### src/rtl/ofdm_pkg.sv
// Shared definitions for the OFDM mapper scheduler: modulation codes,
// subcarrier count, scheduler states and bits-per-symbol helpers.
package ofdm_pkg;

  localparam int N_SC  = 48;
  localparam int SYM_W = 8;

  localparam logic [1:0] MOD_BPSK  = 2'b00;
  localparam logic [1:0] MOD_QPSK  = 2'b01;
  localparam logic [1:0] MOD_QAM16 = 2'b10;
  localparam logic [1:0] MOD_QAM64 = 2'b11;

  // Terminal value of the per-symbol mapper output count.
  localparam logic [5:0] SC_LAST = 6'(N_SC - 1);

  typedef enum logic [1:0] {
    ST_IDLE  = 2'd0,
    ST_ISSUE = 2'd1,
    ST_WAIT  = 2'd2,
    ST_DONE  = 2'd3
  } state_t;

  function automatic logic [3:0] bits_per_sym(input logic [1:0] mod);
    case (mod)
      MOD_BPSK:  return 4'd1;
      MOD_QPSK:  return 4'd2;
      MOD_QAM16: return 4'd4;
      MOD_QAM64: return 4'd6;
      default:   return 4'd1;
    endcase
  endfunction

  // Index of the last input bit of one OFDM symbol (N_SC * bps - 1).
  function automatic logic [8:0] bit_target(input logic [1:0] mod);
    return 9'(N_SC) * {5'd0, bits_per_sym(mod)} - 9'd1;
  endfunction

endpackage

### src/rtl/ofdm_map_sched_if.sv
// Handshake and configuration bundle between the frame scheduler, the
// upstream bit source and the constellation mapper.
interface ofdm_map_sched_if;

  logic                      start;
  logic [1:0]                cfg_type;
  logic [ofdm_pkg::SYM_W-1:0] cfg_nsym;
  logic                      bit_din;
  logic                      bit_vld;
  logic                      bit_rdy;
  logic                      map_bit;
  logic                      map_bit_vld;
  logic                      map_bit_rdy;
  logic [1:0]                map_type;
  logic                      map_out_vld;
  logic                      map_out_rdy;
  logic                      busy;
  logic                      sym_start;
  logic [ofdm_pkg::SYM_W:0]  sym_idx;
  logic                      frame_done;

  // Environment side: bit source, mapper handshakes and frame control.
  modport master (
    output start, cfg_type, cfg_nsym, bit_din, bit_vld, map_bit_rdy,
           map_out_vld, map_out_rdy,
    input  bit_rdy, map_bit, map_bit_vld, map_type, busy, sym_start,
           sym_idx, frame_done
  );

  // Scheduler side.
  modport slave (
    input  start, cfg_type, cfg_nsym, bit_din, bit_vld, map_bit_rdy,
           map_out_vld, map_out_rdy,
    output bit_rdy, map_bit, map_bit_vld, map_type, busy, sym_start,
           sym_idx, frame_done
  );

endinterface

### src/rtl/ofdm_map_sched_map_sym_counter.sv
// Terminal-count counter: counts enabled events up to a run-time maximum,
// flags the event that lands on the maximum and wraps to zero on it.
module map_sym_counter #(
  parameter int W = 6
) (
  input  logic         clk,
  input  logic         rst,
  input  logic         clr,
  input  logic         en,
  input  logic [W-1:0] max,
  output logic         last
);

  logic [W-1:0] cnt_r;

  assign last = en & (cnt_r == max);

  // Count register: clear has priority, the terminal event wraps to zero.
  always_ff @(posedge clk or posedge rst) begin
    if (rst) begin
      cnt_r <= {W{1'b0}};
    end else if (clr || last) begin
      cnt_r <= {W{1'b0}};
    end else if (en) begin
      cnt_r <= cnt_r + {{(W-1){1'b0}}, 1'b1};
    end else begin
      cnt_r <= cnt_r;
    end
  end

endmodule

### src/rtl/ofdm_map_sched.sv
// Frame scheduler for the OFDM mapper: one BPSK SIGNAL symbol followed by
// n_sym payload symbols. Bits are gated so each symbol gets exactly N_SC
// subcarriers' worth, and the modulation only changes once the mapper has
// emitted every output of the current symbol.
module ofdm_map_sched
  import ofdm_pkg::*;
(
  input  logic            clk,
  input  logic            rst,
  ofdm_map_sched_if.slave bus
);

  state_t           state_r, state_nxt_s;
  logic [1:0]       cfg_type_r, cfg_type_nxt_s;
  logic [SYM_W-1:0] cfg_nsym_r, cfg_nsym_nxt_s;
  logic [1:0]       map_type_r, map_type_nxt_s;
  logic [SYM_W:0]   sym_idx_r, sym_idx_nxt_s;
  logic             busy_r, busy_nxt_s;
  logic             sym_start_r, sym_start_nxt_s;
  logic             frame_done_r, frame_done_nxt_s;

  logic             in_issue_s, in_idle_s;
  logic             bit_hs_s, out_hs_s;
  logic             bit_last_s, out_last_s, sym_last_s;
  logic [8:0]       bit_max_s;

  assign in_issue_s = (state_r == ST_ISSUE);
  assign in_idle_s  = (state_r == ST_IDLE);
  assign bit_hs_s   = in_issue_s & bus.bit_vld & bus.map_bit_rdy;
  assign out_hs_s   = ~in_idle_s & bus.map_out_vld & bus.map_out_rdy;
  assign bit_max_s  = bit_target(map_type_r);
  assign sym_last_s = (sym_idx_r == {1'b0, cfg_nsym_r});

  map_sym_counter #(.W(9)) u_bit_cnt (
    .clk  (clk),
    .rst  (rst),
    .clr  (in_idle_s),
    .en   (bit_hs_s),
    .max  (bit_max_s),
    .last (bit_last_s)
  );

  map_sym_counter #(.W(6)) u_out_cnt (
    .clk  (clk),
    .rst  (rst),
    .clr  (in_idle_s),
    .en   (out_hs_s),
    .max  (SC_LAST),
    .last (out_last_s)
  );

  // State register.
  always_ff @(posedge clk or posedge rst) begin
    if (rst) begin
      state_r <= ST_IDLE;
    end else begin
      state_r <= state_nxt_s;
    end
  end

  // Next-state logic: a symbol ends on its last bit (to WAIT) and on its
  // last mapper output (to the next symbol or DONE).
  always_comb begin
    state_nxt_s = state_r;
    case (state_r)
      ST_IDLE: begin
        if (bus.start) state_nxt_s = ST_ISSUE;
        else           state_nxt_s = ST_IDLE;
      end
      ST_ISSUE: begin
        if (bit_last_s) state_nxt_s = ST_WAIT;
        else            state_nxt_s = ST_ISSUE;
      end
      ST_WAIT: begin
        if (out_last_s && sym_last_s)  state_nxt_s = ST_DONE;
        else if (out_last_s)           state_nxt_s = ST_ISSUE;
        else                           state_nxt_s = ST_WAIT;
      end
      ST_DONE: state_nxt_s = ST_IDLE;
      default: state_nxt_s = ST_IDLE;
    endcase
  end

  // Output logic: combinational bit pass-through plus next values of the
  // registered status and configuration.
  always_comb begin
    bus.bit_rdy      = 1'b0;
    bus.map_bit_vld  = 1'b0;
    bus.map_bit      = 1'b0;
    cfg_type_nxt_s   = cfg_type_r;
    cfg_nsym_nxt_s   = cfg_nsym_r;
    map_type_nxt_s   = map_type_r;
    sym_idx_nxt_s    = sym_idx_r;

    if (in_issue_s) begin
      bus.bit_rdy     = bus.map_bit_rdy;
      bus.map_bit_vld = bus.bit_vld;
      bus.map_bit     = bus.bit_din;
    end else begin
      bus.bit_rdy     = 1'b0;
      bus.map_bit_vld = 1'b0;
      bus.map_bit     = 1'b0;
    end

    if (in_idle_s && state_nxt_s == ST_ISSUE) begin
      cfg_type_nxt_s = bus.cfg_type;
      cfg_nsym_nxt_s = bus.cfg_nsym;
      map_type_nxt_s = MOD_BPSK;
      sym_idx_nxt_s  = {(SYM_W+1){1'b0}};
    end else if (state_r == ST_WAIT && state_nxt_s == ST_ISSUE) begin
      map_type_nxt_s = cfg_type_r;
      sym_idx_nxt_s  = sym_idx_r + {{SYM_W{1'b0}}, 1'b1};
    end else begin
      map_type_nxt_s = map_type_r;
      sym_idx_nxt_s  = sym_idx_r;
    end

    busy_nxt_s       = (state_nxt_s != ST_IDLE);
    sym_start_nxt_s  = (state_nxt_s == ST_ISSUE) && !in_issue_s;
    frame_done_nxt_s = (state_nxt_s == ST_DONE);
  end

  // Registered status, symbol tracking and latched frame configuration.
  always_ff @(posedge clk or posedge rst) begin
    if (rst) begin
      cfg_type_r   <= 2'b00;
      cfg_nsym_r   <= {SYM_W{1'b0}};
      map_type_r   <= 2'b00;
      sym_idx_r    <= {(SYM_W+1){1'b0}};
      busy_r       <= 1'b0;
      sym_start_r  <= 1'b0;
      frame_done_r <= 1'b0;
    end else begin
      cfg_type_r   <= cfg_type_nxt_s;
      cfg_nsym_r   <= cfg_nsym_nxt_s;
      map_type_r   <= map_type_nxt_s;
      sym_idx_r    <= sym_idx_nxt_s;
      busy_r       <= busy_nxt_s;
      sym_start_r  <= sym_start_nxt_s;
      frame_done_r <= frame_done_nxt_s;
    end
  end

  assign bus.map_type   = map_type_r;
  assign bus.sym_idx    = sym_idx_r;
  assign bus.busy       = busy_r;
  assign bus.sym_start  = sym_start_r;
  assign bus.frame_done = frame_done_r;

endmodule

### src/flat_wrapper.sv
// flat-port wrapper written by rule: the top's interface ports become plain ports
module ofdm_map_sched_flat import ofdm_pkg::*;
  (clk, rst, bus_start, bus_cfg_type, bus_cfg_nsym, bus_bit_din, bus_bit_vld, bus_map_bit_rdy, bus_map_out_vld, bus_map_out_rdy, bus_bit_rdy, bus_map_bit, bus_map_bit_vld, bus_map_type, bus_busy, bus_sym_start, bus_sym_idx, bus_frame_done);
  ofdm_map_sched_if bus_i ();
  input  logic clk;
  input  logic rst;
  input wire logic [$bits(bus_i.start)-1:0] bus_start;
  input wire logic [$bits(bus_i.cfg_type)-1:0] bus_cfg_type;
  input wire logic [$bits(bus_i.cfg_nsym)-1:0] bus_cfg_nsym;
  input wire logic [$bits(bus_i.bit_din)-1:0] bus_bit_din;
  input wire logic [$bits(bus_i.bit_vld)-1:0] bus_bit_vld;
  input wire logic [$bits(bus_i.map_bit_rdy)-1:0] bus_map_bit_rdy;
  input wire logic [$bits(bus_i.map_out_vld)-1:0] bus_map_out_vld;
  input wire logic [$bits(bus_i.map_out_rdy)-1:0] bus_map_out_rdy;
  output wire logic [$bits(bus_i.bit_rdy)-1:0] bus_bit_rdy;
  output wire logic [$bits(bus_i.map_bit)-1:0] bus_map_bit;
  output wire logic [$bits(bus_i.map_bit_vld)-1:0] bus_map_bit_vld;
  output wire logic [$bits(bus_i.map_type)-1:0] bus_map_type;
  output wire logic [$bits(bus_i.busy)-1:0] bus_busy;
  output wire logic [$bits(bus_i.sym_start)-1:0] bus_sym_start;
  output wire logic [$bits(bus_i.sym_idx)-1:0] bus_sym_idx;
  output wire logic [$bits(bus_i.frame_done)-1:0] bus_frame_done;
  assign bus_i.start = bus_start;
  assign bus_i.cfg_type = bus_cfg_type;
  assign bus_i.cfg_nsym = bus_cfg_nsym;
  assign bus_i.bit_din = bus_bit_din;
  assign bus_i.bit_vld = bus_bit_vld;
  assign bus_i.map_bit_rdy = bus_map_bit_rdy;
  assign bus_i.map_out_vld = bus_map_out_vld;
  assign bus_i.map_out_rdy = bus_map_out_rdy;
  assign bus_bit_rdy = bus_i.bit_rdy;
  assign bus_map_bit = bus_i.map_bit;
  assign bus_map_bit_vld = bus_i.map_bit_vld;
  assign bus_map_type = bus_i.map_type;
  assign bus_busy = bus_i.busy;
  assign bus_sym_start = bus_i.sym_start;
  assign bus_sym_idx = bus_i.sym_idx;
  assign bus_frame_done = bus_i.frame_done;
  ofdm_map_sched u_core (.clk(clk), .rst(rst), .bus(bus_i));
endmodule
### config.mk
export PLATFORM = sky130hd
export DESIGN_NAME = ofdm_map_sched_flat
export DESIGN_NICKNAME = d
export VERILOG_FILES = /design/src/rtl/ofdm_pkg.sv /design/src/rtl/ofdm_map_sched_if.sv /design/src/rtl/ofdm_map_sched_map_sym_counter.sv /design/src/rtl/ofdm_map_sched.sv /design/src/flat_wrapper.sv
export SDC_FILE = /design/constraint.sdc
export NUM_CORES = 1
export LEC_CHECK = 0
export BUFFER_PORTS_ARGS = -buffer_cell sky130_fd_sc_hd__buf_2
export CAP_MARGIN = 15
export CORE_AREA = 2 2 74 128
export CTS_CLUSTER_DIAMETER = 30
export DETAILED_ROUTE_END_ITERATION = 6
export DIE_AREA = 0 0 76 130
export PLACE_DENSITY = 0.46
export SYNTH_ARGS = -nofsm -noshare
export SYNTH_HDL_FRONTEND = slang
export SYNTH_SLANG_ARGS = --single-unit
### constraint.sdc
create_clock -name clk -period 1.8 [get_ports clk]
set_input_delay 0.09 -clock clk [delete_from_list [all_inputs] [get_ports clk]]
set_output_delay 0.09 -clock clk [all_outputs]
set_load 0.005 [all_outputs]
**After elaboration in Yosys (flattened, before gate mapping)**

Index checks and enable logic that the tools add are counted.

- Magnitude comparators: 0
- Shift-type cells: 0
- Bitwise gates (word level): 7
- Add/sub/neg operators: 4
- Multipliers: 1
- Div/mod/pow operators: 0
- Multiplexer cells: 17
- Equality and inequality tests: 11
- Reduce and logical (&&, ||, !) cells: 13

Operator list:

| cell | number |
|---|---|
| $mux 9 | 4 |
| $add 9x1->9 const B | 2 |
| $pmux 4 s4 | 1 |
| $mux 6 | 2 |
| $eq 2x2->1 const B | 5 |
| $mux 2 | 5 |
| $eq 9x8->1 | 1 |
| $eq 9x9->1 | 1 |
| $sub 9x1->9 const B | 1 |
| $pmux 2 s4 | 1 |
| $reduce_bool 2->1 | 4 |
| $add 6x1->6 const B | 1 |
| $and 1x1->1 | 6 |
| $eq 2x1->1 const B | 3 |
| $eq 6x6->1 const B | 1 |
| $mul 2x4->5 const A | 1 |
| $logic_and 1x1->1 | 4 |
| $logic_not 2->1 | 2 |
| $mux 1 | 4 |
| $logic_or 1x1->1 | 2 |
| $logic_not 1->1 | 1 |
| $not 1->1 | 1 |

- Logic and storage cells: 63
- Bits in writable memories: 0
- Bits in latches: 0
- Register bits after elaboration: 41
- Memories: 0
- Input bits: 18
- ROM bits: 0
- Output and inout bits: 17

**Depth between registers and ports, before layout**

- Word-level depth: 12
- Depth in mapped cells: 7
- Gate-level depth less buffers: 6

**Hierarchy**

From an unflattened synthesis, not the netlist that was laid out.

- Cells, all modules: 229
- Area, all modules: 2301.0 um^2

Modules (own cells, without submodules):

| module | area an instance (um^2) | cells each | sequential area each (um^2) | times used |
|---|---|---|---|---|
| ofdm_map_sched | 1380.1 | 142 | 650.6 | 1 |
| map_sym_counter at u_core.u_bit_cnt | 535.5 | 52 | 225.2 | 1 |
| map_sym_counter at u_core.u_out_cnt | 385.4 | 35 | 150.1 | 1 |

**Least setup slack after synthesis**

OpenSTA, ideal clock, no wires.

- Path kind: reg2reg
- Start point: register u_core.u_out_cnt.cnt_r[0]
- End point: register u_core.sym_idx_r[3] (netlist: u_core.bus.sym_idx[3])
- Data arrival time: 1.760 ns
- Path slack: -0.033 ns
- Cell stages (with the launch flop): 8
- Setup time: 0.073 ns
- Path through: dfrtp_1 -> ha_1 -> nand3_1 -> or4_4 -> a31oi_4 -> buf_6 -> nand3_2 -> a21oi_2

- Word-level cells in the longest chain between the ends: 8

Ends and longest elaborated chain:

| item | line | text |
|---|---|---|
| start: declaration | ofdm_map_sched_map_sym_counter.sv:14 | `logic [W-1:0] cnt_r;` |
| start signal: assignment | ofdm_map_sched_map_sym_counter.sv:21 | `cnt_r <= {W{1'b0}};` |
| start signal: assignment | ofdm_map_sched_map_sym_counter.sv:23 | `cnt_r <= {W{1'b0}};` |
| start signal: assignment | ofdm_map_sched_map_sym_counter.sv:25 | `cnt_r <= cnt_r + {{(W-1){1'b0}}, 1'b1};` |
| $eq 6x6->1 (*) | ofdm_map_sched_map_sym_counter.sv:16 | `assign last = en & (cnt_r == max);` |
| $and 1x1->1 (*) | ofdm_map_sched_map_sym_counter.sv:16 |  |
| $mux 2 or $logic_and 1x1->1 (tied branches) | ofdm_map_sched.sv:76, ofdm_map_sched.sv:75 |  |
| $mux 2 (*) | ofdm_map_sched.sv:75 | `if (out_last_s && sym_last_s) state_nxt_s = ST_DONE;` |
| $pmux 2 s4 (*) | ofdm_map_sched.sv:65 | `case (state_r)` |
| $eq 2x1->1 (*) | ofdm_map_sched.sv:105, ofdm_map_sched.sv:110 |  |
| $logic_and 1x1->1, on equally long branches | ofdm_map_sched.sv:105, ofdm_map_sched.sv:110 |  |
| $mux 9 or $reduce_bool 2->1 (tied branches) | n/a |  |
| end signal: assignment | ofdm_map_sched.sv:129 | `sym_idx_r <= {(SYM_W+1){1'b0}};` |
| end signal: assignment | ofdm_map_sched.sv:137 | `sym_idx_r <= sym_idx_nxt_s;` |
| end: declaration | ofdm_map_sched.sv:17 | `logic [SYM_W:0] sym_idx_r, sym_idx_nxt_s;` |

Mark *: on every way between the ends. The rest lies on a longest branch, timed or not.
A chain may end at the register's enable or synchronous reset.

**Final worst setup path**

- Start point: register u_core.state_r[0]
- End point: register u_core.sym_idx_r[0] (netlist: u_core.bus.sym_idx[0])

- Word-level cells in the longest chain between the ends: 11

Ends and longest elaborated chain:

| item | line | text |
|---|---|---|
| start: declaration | ofdm_map_sched.sv:13 | `state_t state_r, state_nxt_s;` |
| start signal: assignment | ofdm_map_sched.sv:57 | `state_r <= state_nxt_s;` |
| $logic_not 2->1 | ofdm_map_sched.sv:28, ofdm_map_sched.sv:65 |  |
| $not 1->1 | ofdm_map_sched.sv:30 | `assign out_hs_s = ~in_idle_s & bus.map_out_vld & bus.map_out_rdy;` |
| $and 1x1->1 (2 in series) | ofdm_map_sched.sv:30 |  |
| $and 1x1->1 | ofdm_map_sched_map_sym_counter.sv:16 |  |
| $mux 2 or $logic_and 1x1->1 (tied branches) | ofdm_map_sched.sv:76, ofdm_map_sched.sv:75 |  |
| $mux 2 | ofdm_map_sched.sv:75 |  |
| $pmux 2 s4 | ofdm_map_sched.sv:65 |  |
| $eq 2x1->1 | ofdm_map_sched.sv:105, ofdm_map_sched.sv:110 |  |
| $logic_and 1x1->1, on equally long branches | ofdm_map_sched.sv:105, ofdm_map_sched.sv:110 |  |
| $mux 9 or $reduce_bool 2->1 (tied branches) | n/a |  |

Parallel ways exist; a longest one is shown, timed or not.

==> results.json <==
{
  "dr.pass1.iters": 6,
  "chipWidth_microns": 76,
  "fin_crit_ps": 1840,
  "synth_xor_area_frac": 0.0813,
  "worst_r2r_startpoint": "u_core.state_r[0]",
  "p_per_area_nw_per_um2": 1020,
  "synth_top_family_by_area": "simple AND/OR/NAND/NOR gates",
  "synth-main-ff-cell": "dfrtp_1",
  "setup.worst_path.class": "reg2reg",
  "whs_ps": 13.8,
  "clockBufferDepth": 2,
  "drc": 0,
  "track_usage": 0.115,
  "grt-ovfl-total": 0,
  "cp.required_ps": 2010,
  "worst_slack_ps": -41.6,
  "syn_inst": 230,
  "grt_pass1_vias": 1853,
  "antenna_left": 0,
  "tightest_slew_ps": 537,
  "ys_seq_area_frac": 0.476,
  "layout-drive-gt1-share": 0.303,
  "synth_nets": 251,
  "drv_slew": 0,
  "synth-adder-area-share": 0.0174,
  "final_hold_viol_count": 0,
  "violations": "negative setup slack",
  "cp-start-kind": "flop",
  "dpl.cell_count": 402,
  "synth_mux_area_frac": 0.0279,
  "synth_area_leader_cell": "dfrtp_1",
  "cts_buffers": 5,
  "hp-start": "bus_cfg_nsym[0]",
  "synth.lib_cells_used.distinct": 43,
  "die_area_sq_um": 9880,
  "syn_avg_cell_area_sq_um": 9.37,
  "post-dp-hpwl_microns": 3880,
  "ys_ff_latch": 41,
  "vias_per_cell": 4.39,
  "root_buffer": "clkbuf_16",
  "crit_slowest_cell": "or4_4",
  "leakage_nw": 1.48,
  "synth_area_sq_um": 2150,
  "cts_sinks": 41,
  "cap_violations": 0,
  "rsz0062_at_grt": "yes",
  "yosysTopAreaCellShare": 0.476,
  "core_region_area_sq_um": 8920,
  "worstPathArrival_ps": 2050,
  "tritoncts": "yes",
  "cpLargestDelayFamily": "simple AND/OR/NAND/NOR gates",
  "relSlewSlack": 0.642,
  "finClkSkew_ps": 2.56,
  "postRouteWirelength_microns": 5440,
  "grt_pass1_wl_microns": 8960,
  "yosys_warnings": 0,
  "setup_viol_count_final": 5,
  "peakVddDrop_mv": 0.422,
  "synthArstFlopShare": 1.00,
  "grt_max_degree": 42,
  "io_buffers": 34,
  "synth.top_cells.by_count": "46 x nand2_1, 41 x dfrtp_1, 17 x nor2_1, 12 x xor2_1",
  "area_growth_pct": 39.5,
  "synthSimpleGateAreaFrac": 0.274,
  "antennaDiodeCount": 0,
  "num_vias": 1862,
  "final_nets": 325,
  "htree_levels": 2,
  "clk_latency_ps": 290,
  "finalCritPeriodShare": 1.02,
  "status": "finished, violations left",
  "final_util": 0.337,
  "clk_pin_slew_ps": 60,
  "worst-path-max-fanout": 7,
  "wl_per_cell_microns": 12.8,
  "synth-compound-area-share": 0.0929,
  "grt_antenna_before_repair": 0,
  "netlist_top_cells_area": "dfrtp_1 48%, nand2_1 8.0%, xor2_1 4.9%",
  "cp_num_buf_inv": 2,
  "io_pins": 35,
  "synth_edf_count": 0,
  "synth_most_common_cell": "nand2_1",
  "hp-class": "in2reg",
  "initialDrtViolationCount": 73,
  "fmax_mhz": 543,
  "start_util": 0.242,
  "fin_cells": 424,
  "critPathCaptureType": "flop",
  "gp_congestion": 0.787,
  "setup-tns-final_ps": -93.3,
  "rows": 46,
  "die_y_microns": 130,
  "path_cells": "nand2b_4, or4_4, a31oi_4, buf_6, clkbuf_16, mux2i_1",
  "startpoint": "u_core.state_r[0]",
  "slowest_delay_ps": 550
}
## metrics by stage
step,power (mW),setup slack [ps],cell area [sq um]
final,3.06,-41.6,3010
after floorplan,1.77,9.66,2160
after detailed placement,2.12,-11.1,2650
after global placement,2.12,14.3,2650
after global routing,3.27,-81.8,3010
after CTS,3.06,-7.81,2900
## final cells by class
cell class,instances,area [sq um]
fill,948,5920
multi-input combinational,174,1120
sequential,41,1030
timing repair buffer,75,541
tap,120,150
clock buffer,7,143
inverter,7,26.3
## worst paths after layout
check	cells past startpoint	to	slack, ps
worst max-delay path	6	u_core.bus.sym_idx[0]	-40
worst min-delay path	3	u_core.cfg_nsym_r[0]	10
worst max register to register	6	u_core.bus.sym_idx[0]	-40
worst min register to register	2	u_core.cfg_type_r[1]	480
max in group asynchronous	4	u_core.cfg_nsym_r[1]	950
min in group asynchronous	4	u_core.bus.sym_start	470
## power breakdown
group / switching (mW) / internal, mW
clock: 0.355 / 0.545
sequential: 0.120 / 1.10
combinational: 0.503 / 0.434
## worst reg2reg max path: stages (launching register included)
cell and delay (ps):
dfrtp_1 380, nand2b_4 140, or4_4 550, a31oi_4 250, buf_6 150, clkbuf_16 140
mux2i_1 170
## cell families (layout without fill, tap and decap cells)
family / count (synthesis) / after routing
muxes: 6 / 6
AOI/OAI and AO/OA: 27 / 27
adders and majority gates: 3 / 3
DFF: 41 / 41
xor gates and xnor gates: 20 / 20
buffers and inverters: 15 / 89
and+or+nand+nor: 118 / 118
## layer usage
| layer | up-vias | wire, microns | track usage |
|---|---|---|---|
| met5 | - | 0 | 0 |
| met4 | 0 | 131 | 0.0513 |
| met3 | 7 | 183 | 0.0263 |
| met2 | 36 | 2950 | 0.223 |
| met1 | 883 | 2180 | 0.118 |
| li1 | 936 | - | - |
## state kept, by name (all words and copies together), names as in the netlist
register                count
u_core.bus.frame_done       1
u_core.bus.sym_idx          9
u_core.state_r              2
u_core.cfg_type_r           2
u_core.bus.map_type         2
u_core.bus.sym_start        1
u_core.cfg_nsym_r           8
u_core.bus.busy             1
u_core.u_bit_cnt.cnt_r      9
u_core.u_out_cnt.cnt_r      6
## timing repair
action / 4_1_cts / 5_1_grt
pin swaps: 0 / 6
cloned: 0 / 1
endpoints found under the hold margin: 50 / 0
hold buffers: 10 / 0
buffers inserted: 0 / 4
resized for setup: 2 / 13
endpoints found under the setup margin: 4 / 8
## cell usage in the layout (no fill, tap or decap), drive strengths merged, types with 2 or more instances in the layout
cell type / netlist / routed
inv: 7 / 7
mux2i: 6 / 6
and2: 5 / 5
xnor2: 8 / 8
a21oi: 10 / 10
a31oi: 2 / 2
nand2b: 4 / 4
nand3b: 3 / 3
dfrtp: 41 / 41
or4: 2 / 2
and3: 7 / 7
clkbuf: 5 / 8
dlygate4sd3: 0 / 10
xor2: 12 / 12
ha: 3 / 3
a21o: 2 / 2
nor2: 17 / 17
o31ai: 3 / 3
nand4: 7 / 7
nand3: 10 / 10
nor2b: 3 / 3
o21ai: 4 / 4
nor4: 2 / 2
nor3: 5 / 5
buf: 3 / 64
nand2: 46 / 46
or2: 3 / 3
No activity file was read; power rests on OpenSTA's default activity.
